[src/rtl/sum_accumulator.sv]
// sum_accumulator: accumulates a programmed number of sum beats and hands the total downstream
module sum_accumulator #(
    parameter int DATA_W = 32,
    parameter int ACC_W  = 40,
    parameter int LEN_W  = 8
) (
    input  logic              clk,
    input  logic              reset,
    input  logic              clear,
    input  logic              start,
    input  logic [LEN_W-1:0]  len,
    input  logic              in_valid,
    input  logic [DATA_W-1:0] in_data,
    output logic              in_ready,
    output logic              out_valid,
    input  logic              out_ready,
    output logic [ACC_W-1:0]  out_data,
    output logic              overflow,
    output logic              busy
);
    typedef enum logic [1:0] {IDLE, ACC, DONE} state_t;

    state_t             state_q, state_d;
    logic [ACC_W-1:0]   acc_q, acc_d;
    logic [LEN_W-1:0]   rem_q, rem_d;
    logic               ovf_q, ovf_d;
    logic [ACC_W:0]     sum;

    assign sum = {1'b0, acc_q} + {{(ACC_W + 1 - DATA_W){1'b0}}, in_data};

    // next state: clear overrides everything, then per-state job sequencing
    always_comb begin
        state_d = state_q;
        acc_d   = acc_q;
        rem_d   = rem_q;
        ovf_d   = ovf_q;
        if (clear) begin
            state_d = IDLE;
            acc_d   = '0;
            rem_d   = '0;
            ovf_d   = 1'b0;
        end else begin
            case (state_q)
                IDLE: if (start) begin
                    acc_d   = '0;
                    ovf_d   = 1'b0;
                    rem_d   = len;
                    state_d = (len != '0) ? ACC : DONE;
                end
                ACC: if (in_valid) begin
                    acc_d   = sum[ACC_W-1:0];
                    ovf_d   = ovf_q | sum[ACC_W];
                    rem_d   = rem_q - 1'b1;
                    state_d = (rem_q == LEN_W'(1)) ? DONE : ACC;
                end
                DONE: if (out_ready) state_d = IDLE;
                default: state_d = IDLE;
            endcase
        end
    end

    // state registers, cleared asynchronously
    always_ff @(posedge clk or negedge reset) begin
        if (!reset) begin
            state_q <= IDLE;
            acc_q   <= '0;
            rem_q   <= '0;
            ovf_q   <= 1'b0;
        end else begin
            state_q <= state_d;
            acc_q   <= acc_d;
            rem_q   <= rem_d;
            ovf_q   <= ovf_d;
        end
    end

    assign in_ready  = (state_q == ACC);
    assign out_valid = (state_q == DONE);
    assign busy      = (state_q != IDLE);
    assign out_data  = acc_q;
    assign overflow  = ovf_q;
endmodule

[config.mk]
export PLATFORM = sky130hd
export DESIGN_NAME = sum_accumulator
export DESIGN_NICKNAME = d
export VERILOG_FILES = /design/src/rtl/sum_accumulator.sv
export SDC_FILE = /design/constraint.sdc
export NUM_CORES = 1
export LEC_CHECK = 0
export ABC_AREA = 1
export CORE_ASPECT_RATIO = 0.7
export CORE_MARGIN = 10
export CORE_UTILIZATION = 40
export DETAILED_ROUTE_END_ITERATION = 6
export HOLD_SLACK_MARGIN = 0.06
export PLACE_DENSITY = 0.7
export SETUP_SLACK_MARGIN = 0.4
export SLEW_MARGIN = 25
export SYNTH_ARGS = -nofsm -noshare
export SYNTH_HDL_FRONTEND = slang
export SYNTH_SLANG_ARGS = --single-unit
[constraint.sdc]
create_clock -name clk -period 2.02 [get_ports clk]
set_input_delay 0.404 -clock clk [delete_from_list [all_inputs] [get_ports clk]]
set_output_delay 0.404 -clock clk [all_outputs]
set_load 0.01 [all_outputs]
Yosys cells after proc, flatten, opt, wreduce, memory -nomap -nowiden --
Index checks and enable logic that the tools add are counted.
Storage, ports and cells: input port bits 46, output and inout port bits 44, logic and storage cells 38, register bits after elaboration 51
Cells by class: add/subtract/negate cells 2, equality and inequality tests 6, bitwise logic cells 1, multiplexer cells 19, reductions and logical operators 6
Operator list (number):
- 40-bit 2-to-1 mux | 3
- 40-bit one-hot mux with 2 select lines | 1
- 40-bit by 32-bit adder with 41-bit output | 1
- 8-bit 2-to-1 mux | 3
- 8-bit one-hot mux with 2 select lines | 1
- 2-bit 2-to-1 mux | 6
- 8-bit by 1-bit == test with 1-bit output, second input constant | 1
- 8-bit nonzero test | 1
- 8-bit by 1-bit subtractor with 8-bit output, second input constant | 1
- 3-bit != test, second input constant | 2
- 2-bit one-hot mux with 3 select lines | 1
- 3-bit AND reduction | 2
- 1-bit 2-to-1 mux | 3
- 3-bit by 2-bit != test with 1-bit output, second input constant | 1
- 3-bit nonzero test | 1
- 2-bit by 1-bit == test with 1-bit output, second input constant | 1
- 2-bit == test, second input constant | 1
- 2-bit zero test | 1
- 1-bit one-hot mux with 2 select lines | 1
- 2-bit nonzero test | 1
- 1-bit OR | 1

Logic depth before layout (Yosys ltp) --
depth after elaboration 5, gate-level depth with buffers 14

Least setup slack after synthesis --
OpenSTA, ideal clock, no wires.
path kind reg-to-reg, from reg acc_q[0], in the netlist out_data[0], to reg acc_q[38], in the netlist out_data[38], library setup time 0.117 ns, path slack 0.105 ns, arrival time 1.798 ns, cell stages (with the launch flop) 13, cells stage by stage dfrtp_1 ha_1 fa_1 nand3_1 nand3_2 nand2_1 nand2_1 nand2_1 nand3_1 nand2_1 nand3_1 nand3_1 nand2_1
On the way: longest elaborated chain between the ends 4
Ends and longest elaborated chain:
- start, declared | RTL line 24 | logic [ACC_W-1:0] acc_q, acc_d;
- start signal, assigned | RTL line 66 | acc_q <= '0;
- start signal, assigned | RTL line 71 | acc_q <= acc_d;
- 40-bit by 32-bit adder with 41-bit output | RTL line 29 | assign sum = {1'b0, acc_q} + {{(ACC_W + 1 - DATA_W){1'b0}}, in_data};
- 40-bit 2-to-1 mux | RTL line 50 | ACC: if (in_valid) begin
- 40-bit one-hot mux with 2 select lines | RTL line 43 | case (state_q)
- 40-bit 2-to-1 mux | RTL line 37 | if (clear) begin
No other way between the ends. The select of a mux whose other input is x is not followed. A chain may end at the register's enable or synchronous reset.

Worst setup path after layout --
from reg acc_q[0], in the netlist out_data[0], to reg acc_q[10], in the netlist out_data[10]
Same word-level chain as after synthesis.

==> run_results.csv <==
group,metric,value,unit
pwr,p_leak,4.500,nW
placement,io_buffers,89,
grt,grt_max_degree,52,
die,die_y,112.9,um
critical_path,path_max_fanout,2,
timing,post-route-period-util,96.75,%
grt,grt_antenna_before_repair,0,
timing,finalHoldViolCount,0,
die,die-area,17230,um2
pwr,internal_power,3.223,mW
routing,met1Wirelength,9.702,mm
clock_network,clockBufferDepth,2,
final_layout,syn_to_final_growth,75.02,%
critical_path,r2r_setup_slack,0.07,ns
die,core,11890,um2
routing,wl_met2,8.254,mm
pwr,p_sw,2.548,mW
timing,slew_headroom,74.90,%
timing,fin_ws,0.06557,ns
critical_path,critPathBufInv,4,
grt,grt_overflow_total,0,
critical_path,cp_slowest_cell,"dfrtp_1",
final_layout,diodes,0,
yosys,synthesis.area,4928,um2
timing,worst_pin_slew,0.3751,ns
clock_network,root_buffer,"clkbuf_16",
critical_path,r2r_cells,11,
job,maxCapViolCount,0,
pwr,clkPwrFrac,15.3,%
critical_path,cp_top_family,"adder cells",
timing,skew,0.007397,ns
critical_path,crit_start,"out_data[0]",
die,die_w,152.7,um
final_layout,layout.cells.non_filler,1198,
routing,vias,6250,
die,initial_core_util,41.45,%
yosys,synth_cell_type_count,37,
critical_path,cp_num_cells,11,
routing,drtIter0Drc,612,
critical_path,required,2.26,ns
critical_path,start_kind,"register",
min_path,hold_path.class,"input port to asynchronous set/reset pin",
final_layout,finalNetCount,1121,
clock_network,clock_latency,0.30,ns
critical_path,crit_chain,"ha_2 > fa_2 > buf_4 > buf_6 > nand3_2 > nand3_2 > buf_4 > buf_6 > a21oi_2 > o21ai_2 > nand2_1",
routing,finalWirelength,20.17,mm
yosys,synth_edf_count,0,
yosys,yosys_warnings,0,
yosys,ys.flop_type,"dfrtp_1",
final_layout,fillers,895,
clock_network,htree_num_levels,2,
routing,drtAntennaViolNets,0,
critical_path,crit_arrival,2.19,ns
grt,grt_pass1_wl,29.77,mm
clock_network,clock-sinks,51,
grt,track_usage,20.63,%
critical_path,end_kind,"register",
routing,dr.max_layer_used,"met4",
clock_network,cts_buffers,5,
yosys,synth_nets,913,
timing,slew_viol_final,0,
yosys,ys_async_sr_fraction,100.0,%
placement,dp.cells,1124,
routing,dr.pass1.iters,5,
die,io_pins,90,
timing,rsz0062_at_grt,"yes",
placement,globalplace.congestion,0.9796,
routing,route.detailed.drc,0,
timing,period_needed,1.954,ns
grt,first_global_vias,5794,
yosys,synth_seq_cells,51,
pwr,power_density,669.0,nW/um2
timing,whs,0.08496,ns
clock_network,cts_tree,"done",
critical_path,crit_end,"out_data[10]",
yosys,yosysSeqAreaShare,25.89,%
pwr,switching_share,44.15,%
critical_path,crit_path_max_incr_delay,0.38,ns
clock_network,clk_pin_slew,0.07,ns
final_layout,layout-drive-gt1-share,43.80,%
timing,maxClockFrequency,511.7,MHz
critical_path,r2r_end,"out_data[10]",
placement,pre_cts_slack,-0.4255,ns
pwr,peakVddDrop,0.4478,mV
outcome,status,"finished, final reports clean",
critical_path,path_class,"register to register",
placement,place_hpwl,13.58,mm
critical_path,rr_startpoint,"out_data[0]",
routing,detail_route.wl_per_cell,16.84,um
routing,via_per_inst,5.217,
pwr,finalPower,5.771,mW
timing,finalSetupViolCount,0,
die,rows,33,
clock_network,postCtsHoldBufs,0,
pwr,power_frac_comb,61.7,%
pwr,seqPwrFrac,23.0,%
yosys,synth_cells,832,
yosys,syn_area_per_cell,5.924,um2
routing,met3WireLength,1.792,mm
logic make-up after synthesis:
kind of cell	synth area share (%)
AOI/OAI and AO/OA	10.66
DFF	25.89
xor gates and xnor gates	0.8887
buffers and inverters	11.25
and+or+nand+nor	42.27
adders and majority gates	9.038
cell usage after synthesis, types with 3 or more instances:
master,instances,area (um2)
nand3_2,4,40.04
nand2_1,331,1242
ha_1,34,425.4
o21ai_0,36,180.2
inv_1,125,469.2
nand4_1,7,43.79
nor3_1,9,45.04
buf_2,8,40.04
dfrtp_1,51,1276
o22ai_1,4,25.02
inv_2,5,18.77
nand2_2,3,18.77
or2_2,3,18.77
xnor2_1,3,26.28
nand3_1,53,265.3
o21bai_1,3,22.52
a21oi_1,37,185.2
nor2_1,84,315.3
nor4_1,4,25.02
metrics by stage:
stage | cell area [um2] | utilization (%) | TNS [ns]
after floorplan | 5426 | - | 0
after global placement | 6920 | 58.20 | -9.312
after detailed placement | 6920 | 58.20 | -9.203
after CTS | 7993 | 67.21 | 0
after global routing | 8626 | 72.54 | -0.00003531
final | 8626 | 72.54 | 0
registers in the layout (all words and copies together) (netlist names):
| name | flops |
|---|---|
| overflow | 1 |
| state_q | 2 |
| out_data | 40 |
| rem_q | 8 |
timing repair:
action | CTS | global route
setup buffers | 44 | 22
setup endpoints to repair | 83 | 47
pin swaps | 119 | 82
gates resized for setup | 290 | 127
worst reg2reg max path, delay by kind of cell, from the launching register on:
family | cells | cell delay (ns)
DFF | 1 | 0.38
AOI/OAI and AO/OA | 2 | 0.22
adders and majority gates | 2 | 0.56
and+or+nand+nor | 3 | 0.20
buffers and inverters | 4 | 0.53
cells in the final DEF (no fill, tap or decap), drive strengths merged, types with 2 or more instances in the layout:
| cell type | synthesis | final |
|---|---|---|
| a21oi | 37 | 37 |
| a22o | 2 | 2 |
| a31o | 2 | 2 |
| a32o | 2 | 2 |
| and2 | 2 | 2 |
| buf | 10 | 124 |
| clkbuf | 1 | 9 |
| clkdlybuf4s50 | 0 | 16 |
| dfrtp | 51 | 51 |
| dlygate4sd2 | 0 | 69 |
| ha | 34 | 34 |
| inv | 130 | 130 |
| nand2 | 334 | 334 |
| nand3 | 57 | 57 |
| nand3b | 2 | 2 |
| nand4 | 7 | 7 |
| nor2 | 88 | 88 |
| nor3 | 9 | 9 |
| nor4 | 4 | 4 |
| o21ai | 38 | 38 |
| o21bai | 3 | 3 |
| o22ai | 4 | 4 |
| or2 | 4 | 4 |
| xnor2 | 3 | 3 |
| xor2 | 2 | 2 |
routing by layer:
layer,global-route usage [%],up-vias
met1,31.06,2871
met3,4.616,40
met5,0,-
met2,28.84,302
met4,4.563,0
li1,-,3037
power groups by stage:
| stage | clock [mW] | sequential (mW) | combinational, mW |
|---|---|---|---|
| 2_1_floorplan | 0 | 1.38 | 1.46 |
| 3_3_place_gp | 0 | 1.36 | 2.51 |
| 3_5_place_dp | 0 | 1.36 | 2.53 |
| 4_1_cts | 0.889 | 1.32 | 3.07 |
| 5_1_grt | 0.925 | 1.35 | 3.82 |
| 6_report | 0.882 | 1.33 | 3.56 |
worst min path at each step:
stage           from     endpoint  depth (start not counted)
3_3_place_gp   reset     rem_q[7]                          2
6_report       reset     rem_q[6]                          2
4_1_cts        reset     rem_q[7]                          2
5_1_grt        reset     rem_q[6]                          2
3_5_place_dp   reset     rem_q[7]                          2
2_1_floorplan  reset  out_data[0]                          0
cell type report:
| class | instances | area [um2] | area share (%) |
|---|---|---|---|
| multi-input cells | 640 | 4659 | 54.02 |
| repair buffers | 212 | 1838 | 21.31 |
| flip-flops and latches | 51 | 1300 | 15.07 |
| inverters | 130 | 495.5 | 5.744 |
| well taps | 157 | 196.4 | 2.277 |
| clock buffers | 8 | 136.4 | 1.581 |
Power figures use the tool's default switching activity.
